$ cat src/rtl/neuron_arith_pkg.sv
// Shared arithmetic types and helpers for the neuron core's serial datapaths.
// Provides the serial-subtractor state encoding and a 1-bit full-subtract function.
package neuron_arith_pkg;

    typedef enum logic [1:0] {
        IDLE  = 2'd0,
        SHIFT = 2'd1,
        DONE  = 2'd2
    } sub_state_t;

    // Returns {difference, borrow_out} for a single bit position.
    function automatic logic [1:0] full_sub(
        input logic a,
        input logic b,
        input logic bin
    );
        logic d;
        logic bout;
        d    = a ^ b ^ bin;
        bout = (~a & b) | (~(a ^ b) & bin);
        return {d, bout};
    endfunction

endpackage

$ cat src/rtl/fs_cell.sv
// Combinational 1-bit full subtractor: d = a - b - bin, bout = borrow out.
// Ports: a, b, bin (inputs); d, bout (outputs).
module fs_cell
    import neuron_arith_pkg::*;
(
    input  logic a,
    input  logic b,
    input  logic bin,
    output logic d,
    output logic bout
);

    assign {d, bout} = full_sub(a, b, bin);

endmodule

$ cat src/rtl/serial_subtractor.sv
// Bit-serial LSB-first subtractor: diff = a - b - bin over WIDTH shift cycles.
// Ports: clk, rst (sync, active high), start, a, b, bin in; busy, ser_bit,
// ser_valid, diff, borrow, done out.
module serial_subtractor
    import neuron_arith_pkg::*;
#(
    parameter int WIDTH    = 8,
    parameter bit SATURATE = 1'b0
) (
    input  logic             clk,
    input  logic             rst,
    input  logic             start,
    input  logic [WIDTH-1:0] a,
    input  logic [WIDTH-1:0] b,
    input  logic             bin,
    output logic             busy,
    output logic             ser_bit,
    output logic             ser_valid,
    output logic [WIDTH-1:0] diff,
    output logic             borrow,
    output logic             done
);

    localparam int CW = $clog2(WIDTH);
    localparam logic [CW-1:0] LAST = CW'(WIDTH - 1);

    sub_state_t     state;
    logic [WIDTH-1:0] sa;
    logic [WIDTH-1:0] sb;
    logic [WIDTH-1:0] res;
    logic             br;
    logic [CW-1:0]    cnt;
    logic             d;
    logic             bout;

    fs_cell u_cell (
        .a    (sa[0]),
        .b    (sb[0]),
        .bin  (br),
        .d    (d),
        .bout (bout)
    );

    assign busy = (state != IDLE);

    always_ff @(posedge clk) begin
        if (rst) begin
            state     <= IDLE;
            sa        <= '0;
            sb        <= '0;
            res       <= '0;
            br        <= 1'b0;
            cnt       <= '0;
            ser_bit   <= 1'b0;
            ser_valid <= 1'b0;
            diff      <= '0;
            borrow    <= 1'b0;
            done      <= 1'b0;
        end else begin
            ser_bit   <= 1'b0;
            ser_valid <= 1'b0;
            done      <= 1'b0;
            unique case (state)
                IDLE: begin
                    if (start) begin
                        sa    <= a;
                        sb    <= b;
                        br    <= bin;
                        cnt   <= '0;
                        res   <= '0;
                        state <= SHIFT;
                    end
                end
                SHIFT: begin
                    ser_bit   <= d;
                    ser_valid <= 1'b1;
                    // LSB-first: after WIDTH shifts the first bit sits at bit 0
                    res       <= {d, res[WIDTH-1:1]};
                    sa        <= sa >> 1;
                    sb        <= sb >> 1;
                    br        <= bout;
                    if (cnt == LAST) begin
                        state <= DONE;
                    end else begin
                        cnt <= cnt + 1'b1;
                    end
                end
                DONE: begin
                    diff   <= (SATURATE && br) ? '0 : res;
                    borrow <= br;
                    done   <= 1'b1;
                    state  <= IDLE;
                end
                default: state <= IDLE;
            endcase
        end
    end

endmodule

$ cat config.mk
export PLATFORM = sky130hd
export DESIGN_NAME = serial_subtractor
export DESIGN_NICKNAME = d
export VERILOG_FILES = /design/src/rtl/neuron_arith_pkg.sv /design/src/rtl/fs_cell.sv /design/src/rtl/serial_subtractor.sv
export SDC_FILE = /design/constraint.sdc
export NUM_CORES = 1
export LEC_CHECK = 0
export BUFFER_PORTS_ARGS = -buffer_cell sky130_fd_sc_hd__buf_2
export CORE_ASPECT_RATIO = 2
export CORE_MARGIN = 1.5
export CORE_UTILIZATION = 50
export CTS_CLUSTER_DIAMETER = 150
export DETAILED_ROUTE_END_ITERATION = 16
export PLACE_DENSITY = 0.7
export SLEW_MARGIN = 5
export SYNTH_ARGS = -nofsm -noshare
export SYNTH_HDL_FRONTEND = slang
export SYNTH_SLANG_ARGS = --single-unit
$ cat constraint.sdc
create_clock -name clk -period 3.1 [get_ports clk]
set_input_delay 0 -clock clk [delete_from_list [all_inputs] [get_ports clk]]
set_output_delay 0 -clock clk [all_outputs]
set_load 0.005 [all_outputs]
==> results of run 1 <==
[cell families after synthesis]
group / after synthesis / share of synthesized area (%)
AOI/OAI and AO/OA: 41 / 19.4
and+or+nand+nor: 63 / 17.1
DFF: 42 / 46.2
adders and majority gates: 3 / 2.48
buffers and inverters: 19 / 7.70
muxes: 13 / 7.15
[cell type report]
| type | instances | share of cell area, % |
|---|---|---|
| timing repair buffer | 33 | 8.31 |
| sequential | 42 | 41.7 |
| clock inverter | 3 | 1.18 |
| multi-input combinational | 120 | 41.5 |
| inverter | 5 | 0.930 |
| clock buffer | 5 | 3.41 |
| tap | 48 | 2.98 |
[layer usage]
layer | vias to the layer above | global-route usage (%) | part of all wire (%)
li1 | 678 | - | -
met1 | 613 | 19.1 | 40
met2 | 25 | 33.3 | 55
met3 | 5 | 3.88 | 3.4
met4 | 0 | 7.75 | 1.4
met5 | - | 0 | 0
[where the power goes]
part | switching [uW] | internal, uW
clock network | 199 | 161
registers | 19.2 | 564
logic | 59.6 | 54.0
total | 278 | 779
[stage by stage]
step / worst slack [ns] / instance area, um2 / total power (uW)
after floorplan: 1.89 / 1820 / 691
after global placement: 1.41 / 1930 / 702
after detailed placement: 1.33 / 1930 / 711
after CTS: 1.32 / 2020 / 1070
after global routing: 1.18 / 2020 / 1100
final: 1.33 / 2020 / 1060
[cell usage in the layout, fill, tap and decap left out]
| cell | instances |
|---|---|
| sky130_fd_sc_hd__a211oi_2 | 12 |
| sky130_fd_sc_hd__a21o_1 | 1 |
| sky130_fd_sc_hd__a21oi_1 | 14 |
| sky130_fd_sc_hd__a22o_1 | 7 |
| sky130_fd_sc_hd__a31oi_1 | 3 |
| sky130_fd_sc_hd__a32oi_1 | 2 |
| sky130_fd_sc_hd__and2_1 | 1 |
| sky130_fd_sc_hd__and2_4 | 1 |
| sky130_fd_sc_hd__and2b_1 | 1 |
| sky130_fd_sc_hd__buf_2 | 32 |
| sky130_fd_sc_hd__buf_4 | 1 |
| sky130_fd_sc_hd__clkbuf_8 | 5 |
| sky130_fd_sc_hd__clkinvlp_4 | 2 |
| sky130_fd_sc_hd__dfxtp_1 | 42 |
| sky130_fd_sc_hd__fa_1 | 1 |
| sky130_fd_sc_hd__ha_1 | 2 |
| sky130_fd_sc_hd__inv_1 | 5 |
| sky130_fd_sc_hd__inv_6 | 1 |
| sky130_fd_sc_hd__mux2i_1 | 13 |
| sky130_fd_sc_hd__nand2_1 | 22 |
| sky130_fd_sc_hd__nand2b_1 | 4 |
| sky130_fd_sc_hd__nand3_1 | 4 |
| sky130_fd_sc_hd__nor2_1 | 20 |
| sky130_fd_sc_hd__nor2_4 | 1 |
| sky130_fd_sc_hd__nor3_1 | 4 |
| sky130_fd_sc_hd__nor3b_4 | 1 |
| sky130_fd_sc_hd__nor4b_1 | 1 |
| sky130_fd_sc_hd__o21ba_4 | 1 |
| sky130_fd_sc_hd__o21bai_2 | 1 |
| sky130_fd_sc_hd__or3b_1 | 3 |
[how the worst max path moves through the flow]
stage                         from  endpoint  slack (ns)  cells after the start
after detailed placement  state[0]    res[6]        1.33                      3
after floorplan             cnt[0]    cnt[0]        1.89                      5
after global placement    state[0]    res[6]        1.41                      3
final                     state[0]    res[6]        1.33                      3
after global routing      state[0]    res[1]        1.18                      3
after CTS                 state[0]    res[6]        1.32                      3
[sequential cells by signal, indices dropped and copies added (netlist names)]
signal and flops:
borrow 1, br 1, sa 8, ser_valid 1, cnt 3, ser_bit 1, state 2, diff 8
sb 8, res 8, done 1
[worst min-delay path, delay by kind of cell]
kind | cells | cell delay [ns]
simple gates | 1 | 0.09
buf+inv | 1 | 0.08
compound gates | 1 | 0.09
==> reports/results.txt, run 1 <==
The fraction of registers with async set or reset after synthesis was 0%; the weighted congestion at the end of routability-driven global placement was 0.761. Timing would allow up to 565 MHz. The most used flip-flop cell after synthesis is sky130_fd_sc_hd__dfxtp_1. The buffers plus inverters on the worst setup path came out at 0. The kind of critical path is flip-flop to flip-flop. The growth of design area from synthesis to finish works out to 10.9%.

The number of instances in the synthesized netlist was 181. The cell class contributing the biggest share of worst-path delay was flip-flops. When the netlist entered floorplanning its net count stood at 204. The worst hold-check path type is input port to flip-flop. In the post-synthesis netlist, the biggest area contributors are sky130_fd_sc_hd__dfxtp_1 46%, sky130_fd_sc_hd__a211oi_2 8.3%, sky130_fd_sc_hd__mux2i_1 7.2%. The number of antenna violations at the first check in global routing was 0; the share of cells above drive strength 1 was 27.9%.

The commonest cells after synthesis are 42 x sky130_fd_sc_hd__dfxtp_1, 22 x sky130_fd_sc_hd__nand2_1, 20 x sky130_fd_sc_hd__nor2_1, 14 x sky130_fd_sc_hd__a21oi_1, 13 x sky130_fd_sc_hd__mux2i_1. Endpoint of the worst hold-timing path: sa[7]. The flow ran to the end, and the final reports show no timing, DRC or antenna violations. The tightest hold path in the finished design has a slack of 0.00728 ns. For this configuration, the core starts out at a cell density of 53.3%. The first global-routing pass estimated 5530 um of wire. The synthesized design devotes to its leading area cell type 46.2% of total area. The worst setup path is launched from a flip-flop.

Detailed placement ended at an HPWL of 2420 um. The number of clock buffers added by TritonCTS is 5. The most repeated cell in the gate-level netlist after synthesis is sky130_fd_sc_hd__dfxtp_1. In this run the mean area of a mapped cell was 10.1 um2.

Walking the worst path, the cells encountered are o21ba_4 -> nor2_4 -> a22o_1. For this run, design rule violations remaining after detail routing come to 0. STA puts the critical path data arrival time at 1.96 ns. In this run, placement finished with an instance count of 248. The tools report the final antenna diode count as 0. For the via count of the routed design, the log shows 1,321.

The tools report the initial DRC count as 23. The I/O pin count is 33. The die span in x was 45.7 um; the worst reg-to-reg path cell count was 3. The sequential cells in the finished layout cover a total of 841 um2. In this design, the stage delay of the slowest critical-path cell is 0.81 ns.

For this run, the share of the core covered by cells in the final layout is 59.1%. At the end of the flow, the number of nets in the layout was 230. The insertion delay to the later sink of the worst-skew pair is 0.30 ns.

Counting along the longest clock path gives a buffer depth of 2. Global routing consumed, over all layers together, 18.3% of the routing resources. The number of sinks driven by the clock tree was 42; the time the final worst path needs with I/O delays and setup was 1.77 ns.

Dividing the detail-routed wire length by the instance count gives 13.0 um. Setup violations remaining at the end of the flow were counted as 0. The post-CTS clock slew at the launch and capture registers of the worst setup and hold paths works out to 0.09 ns. For this run, the number of standard cells in the final layout without fillers is 256. For the overall die area, the log shows 4030 um2. sky130_fd_sc_hd__dfxtp_1 takes more of the synthesized area than any other cell. The max-slew violation total from the final report came out at 0.

Of all nets on the critical path, the largest fanout is 28. The measured slew at the worst slew-check pin was 0.769 ns. The number of flops mapped to enable cells by yosys is 0, and the maximum vdd drop is 0.000483 V. The worst setup path is captured at a flip-flop. The multi-input combinational cells in the finished layout cover a total of 838 um2. In this run the cell area of the synthesized design comes to 1820 um2.

The startpoint identified for the worst hold timing path is a[7]. Number of hold-slack violations in the final timing report: 0. In this run, post-CTS repair resized a total of 0 instances.

The share of the Yosys chip area taken by registers is 46.2%. In this run the core area contains 30 standard-cell rows. The synthesis warning total was 0. Vertical die dimension: 88.3 um. The run gives 48.8% as the relative slew slack. After layout, the worst path uses 57.0% of the clock period. Once the clock tree was built, the setup fixing pass inserted 0 buffers. Slack of the worst reg-to-reg path: 1.33 ns.

The logs give 0 for the max capacitance violation total and 318 for the final-layout fill cell count. The synthesized design contains 42 register bits. The final-layout setup total negative slack came out at 0 ns. For this design, the slowest cell found on the critical path is sky130_fd_sc_hd__dfxtp_1. The worst register-to-register path begins at state[0].

The run gives 2 as the number of levels the H-tree was split into. For this design the static power due to leakage is 0.000834 uW. The number of buffers added on ports is 32, and the number of buffers added to fix hold violations after cts is 0.

The number of cells on the worst hold path is 3. For the worst setup path, the data required time is 3.30 ns. The via count of the first global-routing pass is 1,326, and the total congestion overflow after global routing is 0. The clock root buffer master was sky130_fd_sc_hd__clkbuf_8. The tools report the number of different library cells in the post-synthesis netlist as 31. For the wire length reported by the detailed router, the log shows 3320 um. Power density over the cells: 523 nW/um2. The endpoint identified for the worst register-to-register timing path is res[6]. Across the routed clock network, the largest skew measured is 0.00819 ns. The pre-antenna-repair detailed-routing pass consisted of 3 iterations. In this run the standard cell core region covers 3420 um2. TritonCTS built the clock tree. After detailed routing, the number of vias per cell comes to 5.16. The number of antenna-violating nets in the routed design is 0.

For the pin count of the biggest net entering global routing, the log shows 34. Setup repair after global routing left no endpoint under its margin.
Power figures use the tool's default switching activity.
==> inputs of run 2 (changes only) <==
--- a/config.mk
+++ b/config.mk
@@ -5,6 +5,7 @@
 export SDC_FILE = /design/constraint.sdc
 export NUM_CORES = 1
 export LEC_CHECK = 0
+export ABC_AREA = 1
 export BUFFER_PORTS_ARGS = -buffer_cell sky130_fd_sc_hd__buf_2
 export CORE_ASPECT_RATIO = 2
 export CORE_MARGIN = 1.5
==> constraint.sdc (replaced) <==
create_clock -name clk -period 1.7 [get_ports clk]
set_input_delay 0 -clock clk [delete_from_list [all_inputs] [get_ports clk]]
set_output_delay 0 -clock clk [all_outputs]
set_load 0.005 [all_outputs]
==> run 2 against run 1 <==
  * Fmax grew 30%
  * Critical endpoint is now cnt[1]
  * Worst hold slack improved by 0.048 ns
  * Via count increased by 23%
==> reports/results.txt, run 2 <==
The flow ran to the end, and the final reports show no timing, DRC or antenna violations. The setup skew after layout came out at 0.00835 ns (+0.000164 ns). Setup repair after global routing left no endpoint under its margin. For the cell count after placement, the log shows 327 (+32%).

The wire length reported by the detailed router is 3740 um (+13%), and the final-layout fill cell count is 335 (+5.3%). The remaining routing DRC violations is 0 (unchanged). The cell repeated most along the worst path was sky130_fd_sc_hd__ha_1. The launch instance of the worst min-delay path was b[6].

The tools report the final-layout setup total negative slack as 0 ns (unchanged). TritonCTS built the clock tree. Number of instances in the synthesized netlist: 252 (+39%). The startpoint identified for the worst register-to-register timing path is cnt[0].

The final standard cell count with taps included and fillers excluded was 337 (+32%). The area share of and/or/nand/nor cells after synthesis was 27.9% (+11 points); the endpoint required time on the critical path was 1.88 ns (-1.42 ns). The standard cell with the maximum stage delay on the critical path is sky130_fd_sc_hd__dfxtp_1. The synthesis warning total was 0 (unchanged). In this run the worst hold path is classified as input port to flip-flop. The critical path is of the flip-flop to flip-flop type. The combinational fraction of design power came out at 10.9% (about the same). For the initial DRC count, the log shows 54 (+130%). The global routing stage identified its most utilized layer as met2.

In the layout the commonest cells are 48 x sky130_fd_sc_hd__nand2_1, 42 x sky130_fd_sc_hd__dfxtp_1, 39 x sky130_fd_sc_hd__inv_1, 36 x sky130_fd_sc_hd__nand3_1, 32 x sky130_fd_sc_hd__buf_2. For the number of antenna violations at the first check in global routing, the log shows 0 (unchanged). The tools report the number of levels the H-tree was split into as 2 (unchanged). For this run, the leading register cell type out of synthesis is sky130_fd_sc_hd__dfxtp_1.

The logs give 2 (unchanged) for the number of buffers between clock root and the deepest sink and 0 (unchanged) for the count of final setup violators. The max-slew violation total from the final report was 0 (unchanged). For the length of the first detailed-routing pass in iterations, the log shows 4 (+1). The global routing usage summed across all routing layers is 21.4% (+3.1 points), and the share of cells above drive strength 1 is 18.3% (-9.5 points).

The met3 track utilization from global routing is 4.33% (+0.45 points). The XOR/XNOR share of the synthesized area is 0% (unchanged), and the reported leakage power is 0.00107 uW (+28%). The I/O pin count is 33 (unchanged). The average footprint of a synthesized cell is 7.11 um2 (-29%), and the number of antenna-violating nets in the routed design is 0 (unchanged). The power density over the cells came out at 960 nW/um2 (+83%).

STA classifies the critical path endpoint as a flip-flop. Ratio of final minimum period to clock period: 80.3% (+23 points). The critical path starts at cnt[0]. The vertical die dimension came out at 87.6 um (-0.77%). Maximum achievable frequency: 733 MHz (+30%).

Among all cell types in the netlist, the one instantiated most often is sky130_fd_sc_hd__nand2_1. The total congestion overflow after global routing was 0 (unchanged). The run gives 311 (+35%) as the final layout net count.

For the share of power burned in the clock network, the log shows 37.6% (+3.5 points). The number of flops mapped to enable cells by yosys works out to 0 (unchanged). The largest stage delay on the critical path came out at 0.33 ns (-0.48 ns). The number of buffers added on ports works out to 32 (unchanged).

From synthesis to final layout, the design area changed by 18.4%. The measured slew at the worst slew-check pin was 0.442 ns (-0.326 ns); the share of power burned in registers was 51.5% (-3.7 points). CTS placed an instance of sky130_fd_sc_hd__clkbuf_8 at the clock tree root. Pin count of the biggest net entering global routing: 24 (-29%). The largest total area in the synthesized netlist belongs to sky130_fd_sc_hd__dfxtp_1.

The via count of the routed design was 1,626 (+23%). The post-synthesis register bit count came out at 42 (unchanged). Number of vias per cell: 4.82 (-6.5%). Cell class contributing the biggest share of worst-path delay: adder cells. The insertion delay to the later sink of the worst-skew pair was 0.29 ns (about the same); the number of cell rows was 30 (unchanged).

Walking the worst path, the cells encountered are ha_1 -> ha_1 -> nand2_1 -> nand3_1 -> a21oi_1 -> nor2_1. Fraction of registers with async set or reset after synthesis: 0% (unchanged). The die span in x is 45.3 um (-0.73%), and the post-CTS clock slew at the launch and capture registers of the worst setup and hold paths is 0.08 ns (about the same). Switching fraction of total power: 23.5% (-2.8 points). The buffers plus inverters on the worst setup path is 0 (unchanged), and the overall die area is 3970 um2 (-1.5%). The final antenna diode count came out at 0 (unchanged).

Complex-gate fraction of the synthesized area: 9.78% (-9.6 points). The time the final worst path needs with I/O delays and setup works out to 1.36 ns (-0.404 ns). The weighted congestion at the end of routability-driven global placement was 0.784 (+3.0%); the adder-cell area share of the yosys netlist was 2.52% (+0.040 points). Number of sinks driven by the clock tree: 42 (unchanged). After synthesis, the largest family of logic cells by area is simple AND/OR/NAND/NOR gates. Maximum vdd drop: 0.000813 V (+68%). The library cell used most frequently in the layout, excluding fill and tap cells, is sky130_fd_sc_hd__nand2_1. The run gives 18 (-42%) as the number of different library cells in the post-synthesis netlist. For the global-route wire length before repair, the log shows 6240 um (+13%).

The number of CTS-inserted buffers is 5 (unchanged). The commonest cells after synthesis are 48 x sky130_fd_sc_hd__nand2_1, 42 x sky130_fd_sc_hd__dfxtp_1, 39 x sky130_fd_sc_hd__inv_1, 36 x sky130_fd_sc_hd__nand3_1, 27 x sky130_fd_sc_hd__nor2_1. Core region area: 3420 um2 (unchanged). The tools report the max capacitance violation total as 0 (unchanged). The tools report the via count of the first global-routing pass as 1,498 (+13%). The logs give 479 uW (+72%) for the net load switching power and 21.0% (+1.8 points) for the fraction of met1 tracks used by global routing. The worst path arrival time is 1.55 ns (-0.41 ns), and the highest net fanout along the worst path is 5 (-82%). The post-synth net total was 275 (+35%); the post-cts resize count was 0 (unchanged).

The netlist area before placement is 1790 um2 (-1.6%). The design internal power was 1560 uW (+100%); the multiplexer area fraction after synthesis was 0% (-7.2 points). For the met2 demand-to-capacity share in global routing, the log shows 40.6% (+7.4 points). The run gives 47.0% (+0.74 points) as the share of the yosys chip area belonging to registers. The worst setup path is launched from a flip-flop. The starting utilization of the core area was 52.4% (-0.84 points). The average wire per standard cell was 11.1 um (-14%). The number of hold-slack violations in the final timing report is 0 (unchanged), and the proportion of netlist area held by the largest area contributor is 47.0% (+0.74 points). The tools report the placed wire-length estimate after detailed placement as 2740 um (+13%). After synthesis, the cell types taking the most area are sky130_fd_sc_hd__dfxtp_1 47%, sky130_fd_sc_hd__nand3_1 10%, sky130_fd_sc_hd__nand2_1 10%.

Relative slew slack: 70.4% (+22 points).
[run 2: cell types whose count changed in the layout (fill, tap and decap cells not counted), moves of 4 or more]
cell,before,now
sky130_fd_sc_hd__inv_1,5,39
sky130_fd_sc_hd__nand3_1,4,36
sky130_fd_sc_hd__nand2_1,22,48
sky130_fd_sc_hd__mux2i_1,13,0
sky130_fd_sc_hd__o21ai_0,0,13
sky130_fd_sc_hd__a211oi_2,12,0
sky130_fd_sc_hd__a21oi_1,14,21
sky130_fd_sc_hd__a22o_1,7,0
sky130_fd_sc_hd__nor2_1,20,27
sky130_fd_sc_hd__buf_4,1,7
sky130_fd_sc_hd__inv_2,0,4
sky130_fd_sc_hd__nand2b_1,4,0
sky130_fd_sc_hd__nor3_1,4,0
[run 2: power by group through the flow]
stage          logic [uW]  clock network, uW  registers (uW)
5_1_grt               256                827            1050
2_1_floorplan         158                  0            1070
6_report              221                765            1050
3_5_place_dp          220                  0            1070
4_1_cts               225                787            1050
3_3_place_gp          219                  0            1070
[run 2: area by class of cell]
type | instances | area (um2) | area share, %
multi-input cells | 155 | 719 | 33.9
well taps | 48 | 60.1 | 2.83
flip-flops and latches | 42 | 841 | 39.6
clock inverters | 1 | 30.0 | 1.42
repair buffers | 41 | 233 | 11.0
inverters | 43 | 161 | 7.61
clock buffers | 7 | 76.3 | 3.60
[run 2: per-stage QoR]
stage / total power [uW] / hold WS [ns] / instance area, um2 / setup WS (ns) / util [%]
2_1_floorplan: 1220 / 0.143 / 1790 / 0.551 / -
6_report: 2030 / 0.0549 / 2120 / 0.335 / 62.1
3_5_place_dp: 1290 / 0.263 / 1990 / 0.343 / 58.4
5_1_grt: 2140 / 0.0774 / 2120 / 0.208 / 62.1
4_1_cts: 2060 / 0.0490 / 2120 / 0.312 / 62.1
3_3_place_gp: 1290 / 0.264 / 1990 / 0.327 / 58.4
[run 2: path summary, 6_finish.rpt]
kind / endpoint / slack (ns) / depth (start not counted)
worst min register to register: sb[3] / 0.47 / 2
worst max register to register: cnt[1] / 0.34 / 6
worst max-delay path: cnt[1] / 0.34 / 6
worst min-delay path: sb[6] / 0.05 / 5
[run 2: repair_timing]
item / 4_1_cts / 5_1_grt
endpoints found under the hold margin: 2 / 0
endpoints found under the setup margin: 0 / 0
hold buffers: 2 / 0
setup buffers: 0 / 0
[run 2: per-layer routing]
layer / wire length [um] / share of wire [%]
met1: 1460 / 39
met4: 62 / 1.7
met2: 2100 / 56
met5: 0 / 0
met3: 110 / 2.9
[run 2: worst reg2reg max path, delay by kind of cell (launching register included)]
family,cells,cell delay [ns]
DFF,1,0.33
and+or+nand+nor,3,0.31
AOI/OAI and AO/OA,1,0.22
adders and majority gates,2,0.39
[run 2: kinds of logic (layout without fill, tap and decap cells)]
group / Yosys count / count (layout)
compound gates: 35 / 35
fa+ha+maj: 3 / 3
buf+inv: 55 / 92
flops: 42 / 42
simple gates: 117 / 117
